`config.mk`:
```
export PLATFORM = sky130hd
export DESIGN_NAME = render_scheduler
export DESIGN_NICKNAME = d
export VERILOG_FILES = /design/src/rtl/vga_pkg.sv /design/src/rtl/obj_table.sv /design/src/rtl/render_scheduler.sv
export SDC_FILE = /design/constraint.sdc
export NUM_CORES = 1
export LEC_CHECK = 0
export BUFFER_PORTS_ARGS = -buffer_cell sky130_fd_sc_hd__buf_4
export CORE_MARGIN = 4
export CORE_UTILIZATION = 50
export DETAILED_ROUTE_END_ITERATION = 7
export GPL_TIMING_DRIVEN = 0
export MAX_ROUTING_LAYER = met4
export PLACE_DENSITY = 0.77
export SYNTH_ARGS = -nofsm -noshare
export SYNTH_HDL_FRONTEND = slang
export SYNTH_SLANG_ARGS = --single-unit
```
`constraint.sdc`:
```
create_clock -name clk -period 11.2 [get_ports clk]
set_input_delay 0.56 -clock clk [delete_from_list [all_inputs] [get_ports clk]]
set_output_delay 0.56 -clock clk [all_outputs]
set_load 0.03 [all_outputs]
```
`src/rtl/vga_pkg.sv`:
```
// Shared VGA-path definitions: screen geometry, erase colour, rectangle record
// and the redraw scheduler state encoding.
package vga_pkg;

  localparam int unsigned SCR_W     = 160;
  localparam int unsigned SCR_H     = 120;
  localparam logic [2:0]  BG_COLOUR = 3'b000;

  typedef struct packed {
    logic [7:0] x;
    logic [6:0] y;
    logic [4:0] w;
    logic [4:0] h;
    logic [2:0] c;
  } rect_t;

  typedef enum logic [2:0] {
    S_IDLE,
    S_LATCH,
    S_ERASE_REQ,
    S_ERASE_WAIT,
    S_DRAW_REQ,
    S_DRAW_WAIT,
    S_NEXT,
    S_DONE
  } state_t;

endpackage

```
`src/rtl/obj_table.sv`:
```
// Object storage for the redraw scheduler: staging table (host writes),
// per-frame working snapshot, and shadow of last drawn geometry with drawn flags.
module obj_table
  import vga_pkg::*;
#(
  parameter int unsigned NUM_OBJ = 4,
  parameter int unsigned IW      = 2
) (
  input  logic          clk,
  input  logic          reset,
  input  logic          we,
  input  logic [IW-1:0] wr_idx,
  input  logic          wr_valid,
  input  rect_t         wr_obj,
  input  logic          snap,
  input  logic [IW-1:0] rd_idx,
  input  logic          rd_staging,
  output logic          rd_valid,
  output rect_t         rd_obj,
  output logic          rd_drawn,
  output rect_t         rd_shadow,
  input  logic          sh_set,
  input  logic          sh_clr,
  input  logic [IW-1:0] sh_idx,
  input  rect_t         sh_obj
);

  rect_t              stg_obj  [NUM_OBJ];
  rect_t              work_obj [NUM_OBJ];
  rect_t              shadow   [NUM_OBJ];
  logic [NUM_OBJ-1:0] stg_valid;
  logic [NUM_OBJ-1:0] work_valid;
  logic [NUM_OBJ-1:0] drawn;

  // Geometry payload needs no reset; only the valid/drawn flags gate its use.
  always_ff @(posedge clk) begin
    if (we)
      stg_obj[wr_idx] <= wr_obj;
    if (snap)
      work_obj <= stg_obj;
    if (sh_set)
      shadow[sh_idx] <= sh_obj;
  end

  always_ff @(posedge clk) begin
    if (!reset) begin
      stg_valid  <= '0;
      work_valid <= '0;
      drawn      <= '0;
    end else begin
      if (we)
        stg_valid[wr_idx] <= wr_valid;
      if (snap)
        work_valid <= stg_valid;
      if (sh_set)
        drawn[sh_idx] <= 1'b1;
      if (sh_clr)
        drawn[sh_idx] <= 1'b0;
    end
  end

  assign rd_valid  = rd_staging ? stg_valid[rd_idx] : work_valid[rd_idx];
  assign rd_obj    = rd_staging ? stg_obj[rd_idx]   : work_obj[rd_idx];
  assign rd_drawn  = drawn[rd_idx];
  assign rd_shadow = shadow[rd_idx];

endmodule

```
`src/rtl/render_scheduler.sv`:
```
// Per-frame sprite redraw sequencer: erases each previously drawn rectangle,
// then draws each valid (clipped) rectangle, one rasteriser handshake at a time.
module render_scheduler
  import vga_pkg::*;
#(
  parameter int unsigned NUM_OBJ   = 4,
  parameter logic [2:0]  BG_COLOUR = vga_pkg::BG_COLOUR,
  parameter int unsigned SCR_W     = vga_pkg::SCR_W,
  parameter int unsigned SCR_H     = vga_pkg::SCR_H,
  localparam int unsigned IW       = (NUM_OBJ > 1) ? $clog2(NUM_OBJ) : 1
) (
  input  logic          clk,
  input  logic          reset,
  input  logic          frame_tick,
  input  logic          obj_we,
  input  logic [IW-1:0] obj_idx,
  input  logic          obj_valid,
  input  logic [7:0]    obj_x,
  input  logic [6:0]    obj_y,
  input  logic [4:0]    obj_w,
  input  logic [4:0]    obj_h,
  input  logic [2:0]    obj_c,
  output logic          rect_start,
  output logic [7:0]    rect_x,
  output logic [6:0]    rect_y,
  output logic [4:0]    rect_w,
  output logic [4:0]    rect_h,
  output logic [2:0]    rect_c,
  input  logic          rect_done,
  output logic          busy,
  output logic          frame_done,
  output logic          frame_drop
);

  localparam logic [IW-1:0] LAST = IW'(NUM_OBJ - 1);
  localparam logic [8:0]    SW9  = 9'(SCR_W);
  localparam logic [8:0]    SH9  = 9'(SCR_H);

  state_t        state;
  logic [IW-1:0] idx;
  logic [IW-1:0] la_idx;
  rect_t         req;
  rect_t         rd_obj;
  rect_t         rd_shadow;
  rect_t         draw_rect;
  rect_t         erase_rect;
  logic          rd_valid;
  logic          rd_drawn;
  logic          draw_ok;
  logic [8:0]    rem_w;
  logic [8:0]    rem_h;

  obj_table #(
    .NUM_OBJ(NUM_OBJ),
    .IW     (IW)
  ) u_obj_table (
    .clk       (clk),
    .reset     (reset),
    .we        (obj_we),
    .wr_idx    (obj_idx),
    .wr_valid  (obj_valid),
    .wr_obj    ({obj_x, obj_y, obj_w, obj_h, obj_c}),
    .snap      (state == S_LATCH),
    .rd_idx    (la_idx),
    .rd_staging(state == S_LATCH),
    .rd_valid  (rd_valid),
    .rd_obj    (rd_obj),
    .rd_drawn  (rd_drawn),
    .rd_shadow (rd_shadow),
    .sh_set    (state == S_DRAW_WAIT && rect_done),
    .sh_clr    (state == S_ERASE_WAIT && rect_done),
    .sh_idx    (idx),
    .sh_obj    (req)
  );

  // Requests are registered, so each slot's request is prepared on the edge that
  // enters its REQ state. From LATCH the snapshot is not yet loaded, so slot 0 is
  // read straight from staging (the same pre-write value the snapshot captures).
  always_comb begin
    la_idx = idx;
    if (state == S_LATCH)
      la_idx = '0;
    else if (state == S_NEXT && idx != LAST)
      la_idx = idx + 1'b1;
  end

  always_comb begin
    rem_w       = SW9 - {1'b0, rd_obj.x};
    rem_h       = SH9 - {2'b0, rd_obj.y};
    draw_ok     = rd_valid && (rd_obj.w != '0) && (rd_obj.h != '0) &&
                  ({1'b0, rd_obj.x} < SW9) && ({2'b0, rd_obj.y} < SH9);
    draw_rect   = rd_obj;
    if ({4'b0, rd_obj.w} > rem_w)
      draw_rect.w = rem_w[4:0];
    if ({4'b0, rd_obj.h} > rem_h)
      draw_rect.h = rem_h[4:0];
    erase_rect   = rd_shadow;
    erase_rect.c = BG_COLOUR;
  end

  always_ff @(posedge clk) begin
    if (!reset) begin
      state      <= S_IDLE;
      idx        <= '0;
      req        <= '0;
      rect_start <= 1'b0;
      busy       <= 1'b0;
      frame_done <= 1'b0;
      frame_drop <= 1'b0;
    end else begin
      rect_start <= 1'b0;
      frame_done <= 1'b0;
      frame_drop <= frame_tick && (state != S_IDLE);
      unique case (state)
        S_IDLE: begin
          if (frame_tick) begin
            state <= S_LATCH;
            idx   <= '0;
            busy  <= 1'b1;
          end
        end
        S_LATCH, S_NEXT: begin
          if (state == S_NEXT && idx == LAST) begin
            state      <= S_DONE;
            frame_done <= 1'b1;
          end else begin
            idx <= la_idx;
            if (rd_drawn) begin
              state      <= S_ERASE_REQ;
              rect_start <= 1'b1;
              req        <= erase_rect;
            end else begin
              state <= S_DRAW_REQ;
              if (draw_ok) begin
                rect_start <= 1'b1;
                req        <= draw_rect;
              end
            end
          end
        end
        S_ERASE_REQ: state <= S_ERASE_WAIT;
        S_ERASE_WAIT: begin
          if (rect_done) begin
            state <= S_DRAW_REQ;
            if (draw_ok) begin
              rect_start <= 1'b1;
              req        <= draw_rect;
            end
          end
        end
        S_DRAW_REQ: state <= rect_start ? S_DRAW_WAIT : S_NEXT;
        S_DRAW_WAIT: begin
          if (rect_done)
            state <= S_NEXT;
        end
        S_DONE: begin
          state <= S_IDLE;
          busy  <= 1'b0;
        end
        default: state <= S_IDLE;
      endcase
    end
  end

  assign rect_x = req.x;
  assign rect_y = req.y;
  assign rect_w = req.w;
  assign rect_h = req.h;
  assign rect_c = req.c;

endmodule
```
==> flow_summary.json, run 1 <==
{
  "finalCritPeriodShare": 0.510,
  "syn-cell-area_um2": 15000,
  "die_w_um": 181,
  "cts_sinks": 373,
  "grt_max_degree": 67,
  "synth.area.top_cells": "edfxtp_1 65%, dfxtp_1 6.5%, nand2_1 4.7%",
  "seq_area_frac_synth": 0.714,
  "clockBufferDepth": 3,
  "postSynthCellCount": 1106,
  "synth-edff-count": 324,
  "drive_gt1_frac": 0.157,
  "post_cts_resized": 0,
  "grt_pass1_vias": 9602,
  "place_hpwl_um": 23500,
  "die_h_um": 181,
  "period_needed_ps": 5720,
  "critPathArrivalTime_ps": 6090,
  "finalSetupViolCount": 0,
  "antenna_found_initial": 0,
  "ys_warn_count": 0,
  "area_growth_pct": 15.3,
  "cap_violations": 0,
  "hold_ws_ps": 228,
  "initial_core_util": 0.506,
  "final_antenna_net_count": 0,
  "wl_um": 35300,
  "hold_path_class": "in2reg",
  "grt_util_all_layers": 0.215,
  "avgSynthCellArea_um2": 13.6,
  "max-slew-margin-rel": 0.310,
  "nets": 1272,
  "portBuffers": 67,
  "multiInputGateArea_um2": 3970,
  "ys.flop_type": "edfxtp_1",
  "fillers": 2275,
  "grt_pass1_wl_um": 53900,
  "numCtsBuffers": 38,
  "synth_nets": 1157,
  "ys_async_sr_fraction": 0,
  "pin_count": 68,
  "place_area_um2": 16100,
  "cts_root_buf": "clkbuf_16",
  "ys_types": 74,
  "fp.coreArea_um2": 29600,
  "peakVddDrop_uv": 154,
  "globalplace.congestion": 0.909,
  "cp_max_fo": 10,
  "cellPowerDensity_nw_per_um2": 191,
  "hold_viol": 0,
  "wl_per_cell_um": 21.5,
  "antenna_cells": 0,
  "ys_ff_latch": 373,
  "required_ps": 11580,
  "final_cell_area_um2": 17300,
  "drtPass1Iterations": 7,
  "synthTopCellsByCount": "324 x edfxtp_1, 188 x nand2_1, 76 x nand3_1",
  "h-tree-depth": 2,
  "fp-row-count": 63,
  "slew_violations": 0,
  "power_leakage_nw": 6.15,
  "skew_ps": 27.5,
  "tns_ps": 0,
  "cts_setup_buffers": 0,
  "status": "finished, final reports clean",
  "seq_area_um2": 10700,
  "cts_hold_buffers": 0,
  "critPathCaptureType": "register",
  "route.detailed.drc": 0,
  "via_per_inst": 5.99,
  "synth_area_leader_cell": "edfxtp_1",
  "instances_no_fill": 1641,
  "yosysMostFrequentCell": "edfxtp_1",
  "fmax_mhz": 175,
  "grt-ovfl-total": 0,
  "crit_type": "reg2reg",
  "final_util": 0.584,
  "vias": 9823,
  "initialDrtViolationCount": 1090,
  "clk_pin_slew_worst_paths_ps": 60,
  "crit_path_start_kind": "register",
  "rsz0062_at_grt": "no",
  "synth_top_area_frac": 0.649,
  "tritoncts": "built",
  "worst_slew_pin_slew_ps": 1030,
  "clock_latency_ps": 540,
  "die-area_um2": 32800,
  "place_inst": 1571
}
==> layout by cell type (no fill, tap or decap), drive strengths merged, types with 22 or more instances in the layout <==
| cell type | count |
|---|---|
| nand2 | 190 |
| o21ai | 47 |
| clkinv | 22 |
| buf | 101 |
| nor2 | 38 |
| nand3 | 77 |
| and3 | 28 |
| clkbuf | 81 |
| dfxtp | 49 |
| a21oi | 69 |
| edfxtp | 324 |
==> registers in the layout (all words and copies together), names as in the netlist, 2 cells and up, named ones only <==
| signal | flops |
|---|---|
| u_obj_table.shadow | 100 |
| state | 3 |
| u_obj_table.stg_valid | 4 |
| rect_w | 5 |
| rect_y | 7 |
| rect_c | 3 |
| rect_h | 5 |
| rect_x | 8 |
| idx | 2 |
| u_obj_table.stg_obj | 112 |
| u_obj_table.work_valid | 4 |
| u_obj_table.work_obj | 112 |
==> layout make-up <==
| cell class | instances | share of cell area |
|---|---|---|
| Sequential cell | 373 | 0.619 |
| Multi-Input combinational cell | 658 | 0.229 |
| Clock buffer | 46 | 0.0585 |
| Timing Repair Buffer | 75 | 0.0351 |
| Tap cell | 390 | 0.0282 |
| Buffer | 61 | 0.0173 |
| Clock inverter | 24 | 0.00962 |
| Inverter | 14 | 0.00304 |
==> metal layers <==
metal  routed length, um  part of all wire  vias to the layer above  global-route usage
met3                3030             0.086                       82              0.0391
met1               14200              0.40                     4858               0.281
met5                   0                 0                        -                   -
met4                1080             0.031                        0              0.0678
li1                    -                 -                     4422                   -
met2               17000              0.48                      461               0.346
==> worst max-delay path, stage by stage, from the launching register on <==
cell       delay, ps
dfxtp_1          390
ha_1             320
nand4bb_1        220
buf_4            180
o22a_1           290
nand2_1          230
buf_2            340
buf_1            580
a21oi_1          110
a211oi_2         510
ha_1             330
inv_1             60
ha_1             230
nor2b_1          130
o21ai_0          160
nand2b_1          80
a21oi_1          140
a41o_1           130
a31oi_1          100
o22ai_2          300
mux2_1           410
a221oi_2         280
a211oi_2          50
==> worst paths after layout <==
check | startpoint | end | slack (ps) | depth (start not counted)
worst min-delay path | obj_x[3] | u_obj_table.stg_obj[107] | 230 | 1
worst min register to register | u_obj_table.stg_obj[36] | u_obj_table.work_obj[36] | 410 | 0
worst max-delay path | idx[1] | rect_h[1] | 5480 | 22
worst max register to register | idx[1] | rect_h[1] | 5480 | 22
==> cell families after synthesis <==
| group | after synthesis | synth area share |
|---|---|---|
| DFF | 373 | 0.714 |
| and+or+nand+nor | 370 | 0.114 |
| AOI/OAI and AO/OA | 233 | 0.107 |
| buffers and inverters | 75 | 0.0232 |
| muxes | 35 | 0.0259 |
| adders and majority gates | 15 | 0.0125 |
| xor gates and xnor gates | 5 | 0.00292 |
==> power breakdown <==
| part | switching (mW) | internal, mW | leakage (nW) |
|---|---|---|---|
| clock | 0.512 | 0.672 | 0.579 |
| combinational | 0.325 | 0.157 | 2.15 |
| sequential | 0.0299 | 1.61 | 3.41 |
==> metrics by stage <==
step,power [mW],worst slack [ps]
5_1_grt,3.42,5240
3_3_place_gp,2.13,2300
6_report,3.30,5480
4_1_cts,3.31,5570
3_5_place_dp,2.14,5620
2_1_floorplan,1.98,4230
Note: power is estimated with default switching activity, not from simulation.
==> run 2, diff against run 1 <==
--- a/config.mk
+++ b/config.mk
@@ -11,7 +11,7 @@
 export DETAILED_ROUTE_END_ITERATION = 7
 export GPL_TIMING_DRIVEN = 0
 export MAX_ROUTING_LAYER = met4
-export PLACE_DENSITY = 0.77
+export PLACE_DENSITY = 0.8
 export SYNTH_ARGS = -nofsm -noshare
 export SYNTH_HDL_FRONTEND = slang
 export SYNTH_SLANG_ARGS = --single-unit
==> constraint.sdc (replaced) <==
create_clock -name clk -period 5 [get_ports clk]
set_input_delay 0.25 -clock clk [delete_from_list [all_inputs] [get_ports clk]]
set_output_delay 0.25 -clock clk [all_outputs]
set_load 0.03 [all_outputs]
==> run 2 against run 1 <==
Effect of this change:
- clock power is 130% higher
- clock skew decreased by 9.0 ps
- register-to-register slack worse by 5300 ps
- first-iteration DRC count is 4.3% higher
- sequential share of layout area is 1.6 points lower
- worst hold slack worse by 200 ps
- die area did not move
- setup slack worse by 5300 ps
- global-route usage grew 0.23 points
- total power up 130%
- combinational power grew 140%
- highest routed layer unchanged
==> flow_summary.json, run 2 (synthesis gave the netlist of run 1 again) <==
{
  "wl_per_cell_um": 21.2,
  "clockBufferDepth": 3,
  "fp-row-count": 63,
  "top_regs": "u_obj_table.stg_obj x112, u_obj_table.work_obj x112, u_obj_table.shadow x100",
  "setup_ws_ps": 174,
  "path_cells": "ha_4, nand4bb_1, buf_4, mux2_4, nand2_2, buf_12, mux2_1, a221oi_2, ha_1, inv_1, ha_1, nor2b_1, o21a_1, o21ai_0, nand2b_1, a21oi_1, a31oi_1, o21ai_2, mux2i_1, a221oi_1, a211oi_2",
  "ff2ff_path_depth": 21,
  "multiInputGateArea_um2": 4010,
  "numCtsBuffers": 38,
  "grt_max_degree": 122,
  "drive_gt1_frac": 0.168,
  "reg2reg_to": "rect_w[0]",
  "die_w_um": 181,
  "rsz0062_at_grt": "no",
  "layout_common_cells": "324 x edfxtp_1, 188 x nand2_1, 86 x buf_4",
  "ff2ff_setup_slack_ps": 170,
  "initialDrtViolationCount": 1137,
  "finalCritPeriodShare": 0.965,
  "antenna_found_initial": 0,
  "area_growth_pct": 18.5,
  "final_antenna_net_count": 0,
  "reg2reg_from": "idx[1]",
  "max_stage_delay_ps": 640,
  "grt-ovfl-total": 0,
  "crit_type": "reg2reg",
  "power_leakage_nw": 6.36,
  "instances_no_fill": 1679,
  "final_common_cell": "edfxtp_1",
  "crit_start": "idx[1]",
  "die-area_um2": 32800,
  "skew_ps": 18.5,
  "tns_ps": 0,
  "place_hpwl_um": 22900,
  "clock_latency_ps": 530,
  "via_per_inst": 5.97,
  "grt_pass1_wl_um": 54700,
  "worst_slew_pin_slew_ps": 1370,
  "status": "finished, final reports clean",
  "h-tree-depth": 2,
  "critPathSlowestCell": "a221oi_2",
  "fillers": 2228,
  "hold_viol": 0,
  "clk_pin_slew_worst_paths_ps": 60,
  "cp-endpoint": "rect_w[0]",
  "initial_core_util": 0.506,
  "fmax_mhz": 207,
  "grt_util_all_layers": 0.217,
  "slew_violations": 0,
  "nets": 1310,
  "critPathCaptureType": "register",
  "critPathArrivalTime_ps": 5200,
  "final_util": 0.600,
  "detailedPlace.worstSlack_ps": -660,
  "final_cell_area_um2": 17800,
  "tritoncts": "built",
  "vias": 10000,
  "fp.coreArea_um2": 29600,
  "grt_pass1_vias": 9596,
  "place_inst": 1570,
  "cts_root_buf": "clkbuf_16",
  "antenna_cells": 0,
  "seq_area_um2": 10700,
  "required_ps": 5380,
  "hold_ws_ps": 28.5,
  "cap_violations": 0,
  "peakVddDrop_uv": 347,
  "hold_path_class": "in2reg",
  "portBuffers": 67,
  "cellPowerDensity_nw_per_um2": 424,
  "power_mw": 7.54,
  "crit_top_cell": "ha_1",
  "route.detailed.drc": 0,
  "drtPass1Iterations": 5,
  "finalSetupViolCount": 0,
  "die_h_um": 181,
  "cts_sinks": 373,
  "crit_path_start_kind": "register",
  "cp_max_fo": 9,
  "place_area_um2": 16100,
  "max-slew-margin-rel": 0.0862,
  "period_needed_ps": 4830,
  "pin_count": 68,
  "wl_um": 35600,
  "globalplace.congestion": 0.904
}
==> run 2: metal layers <==
| metal | global-route usage | vias up | part of all wire |
|---|---|---|---|
| met2 | 0.357 | 548 | 0.49 |
| li1 | - | 4508 | - |
| met4 | 0.0576 | 0 | 0.023 |
| met1 | 0.285 | 4901 | 0.40 |
| met3 | 0.0352 | 63 | 0.088 |
| met5 | - | - | 0 |
==> run 2: area by class of cell <==
cell class	count	share of cell area
tap	390	0.0275
buffer	61	0.0192
timing repair buffer	113	0.0536
multi-input combinational	658	0.226
sequential	373	0.603
inverter	14	0.00296
clock buffer	46	0.0574
clock inverter	24	0.0108
==> run 2: critical path: cells and delay by family (launching register included) <==
kind                     cells  cell delay [ps]
adder cells (fa/ha/maj)      3              790
multiplexers                 3              830
AO/OA/AOI/OAI                8             1730
buffers and inverters        3              430
flip-flops                   1              380
AND/OR/NAND/NOR              4              500
==> run 2: power breakdown <==
part | leakage (nW) | total, mW | switching [mW] | internal [mW]
Clock | 0.589 | 2.73 | 1.16 | 1.57
Combinational | 2.35 | 1.14 | 0.750 | 0.391
Sequential | 3.42 | 3.67 | 0.0655 | 3.60
Total | 6.36 | 7.54 | 1.98 | 5.56
==> run 2: how the worst min path moves through the flow <==
stage,start,cells past startpoint,end,slack [ps]
2_1_floorplan,obj_c[0],0,u_obj_table.stg_obj[0],350
3_3_place_gp,u_obj_table.stg_obj[33],0,u_obj_table.work_obj[33],400
3_5_place_dp,u_obj_table.stg_obj[14],0,u_obj_table.work_obj[14],400
4_1_cts,obj_valid,3,u_obj_table.stg_valid[3],10
5_1_grt,obj_valid,3,u_obj_table.stg_valid[2],40
6_report,obj_valid,3,u_obj_table.stg_valid[3],30
==> run 2: repair_timing <==
action,CTS,global route
hold buffers,29,0
setup endpoints to repair,5,17
pin swaps,3,5
endpoints found under the hold margin,113,0
setup buffers,3,7
resized for setup,7,23
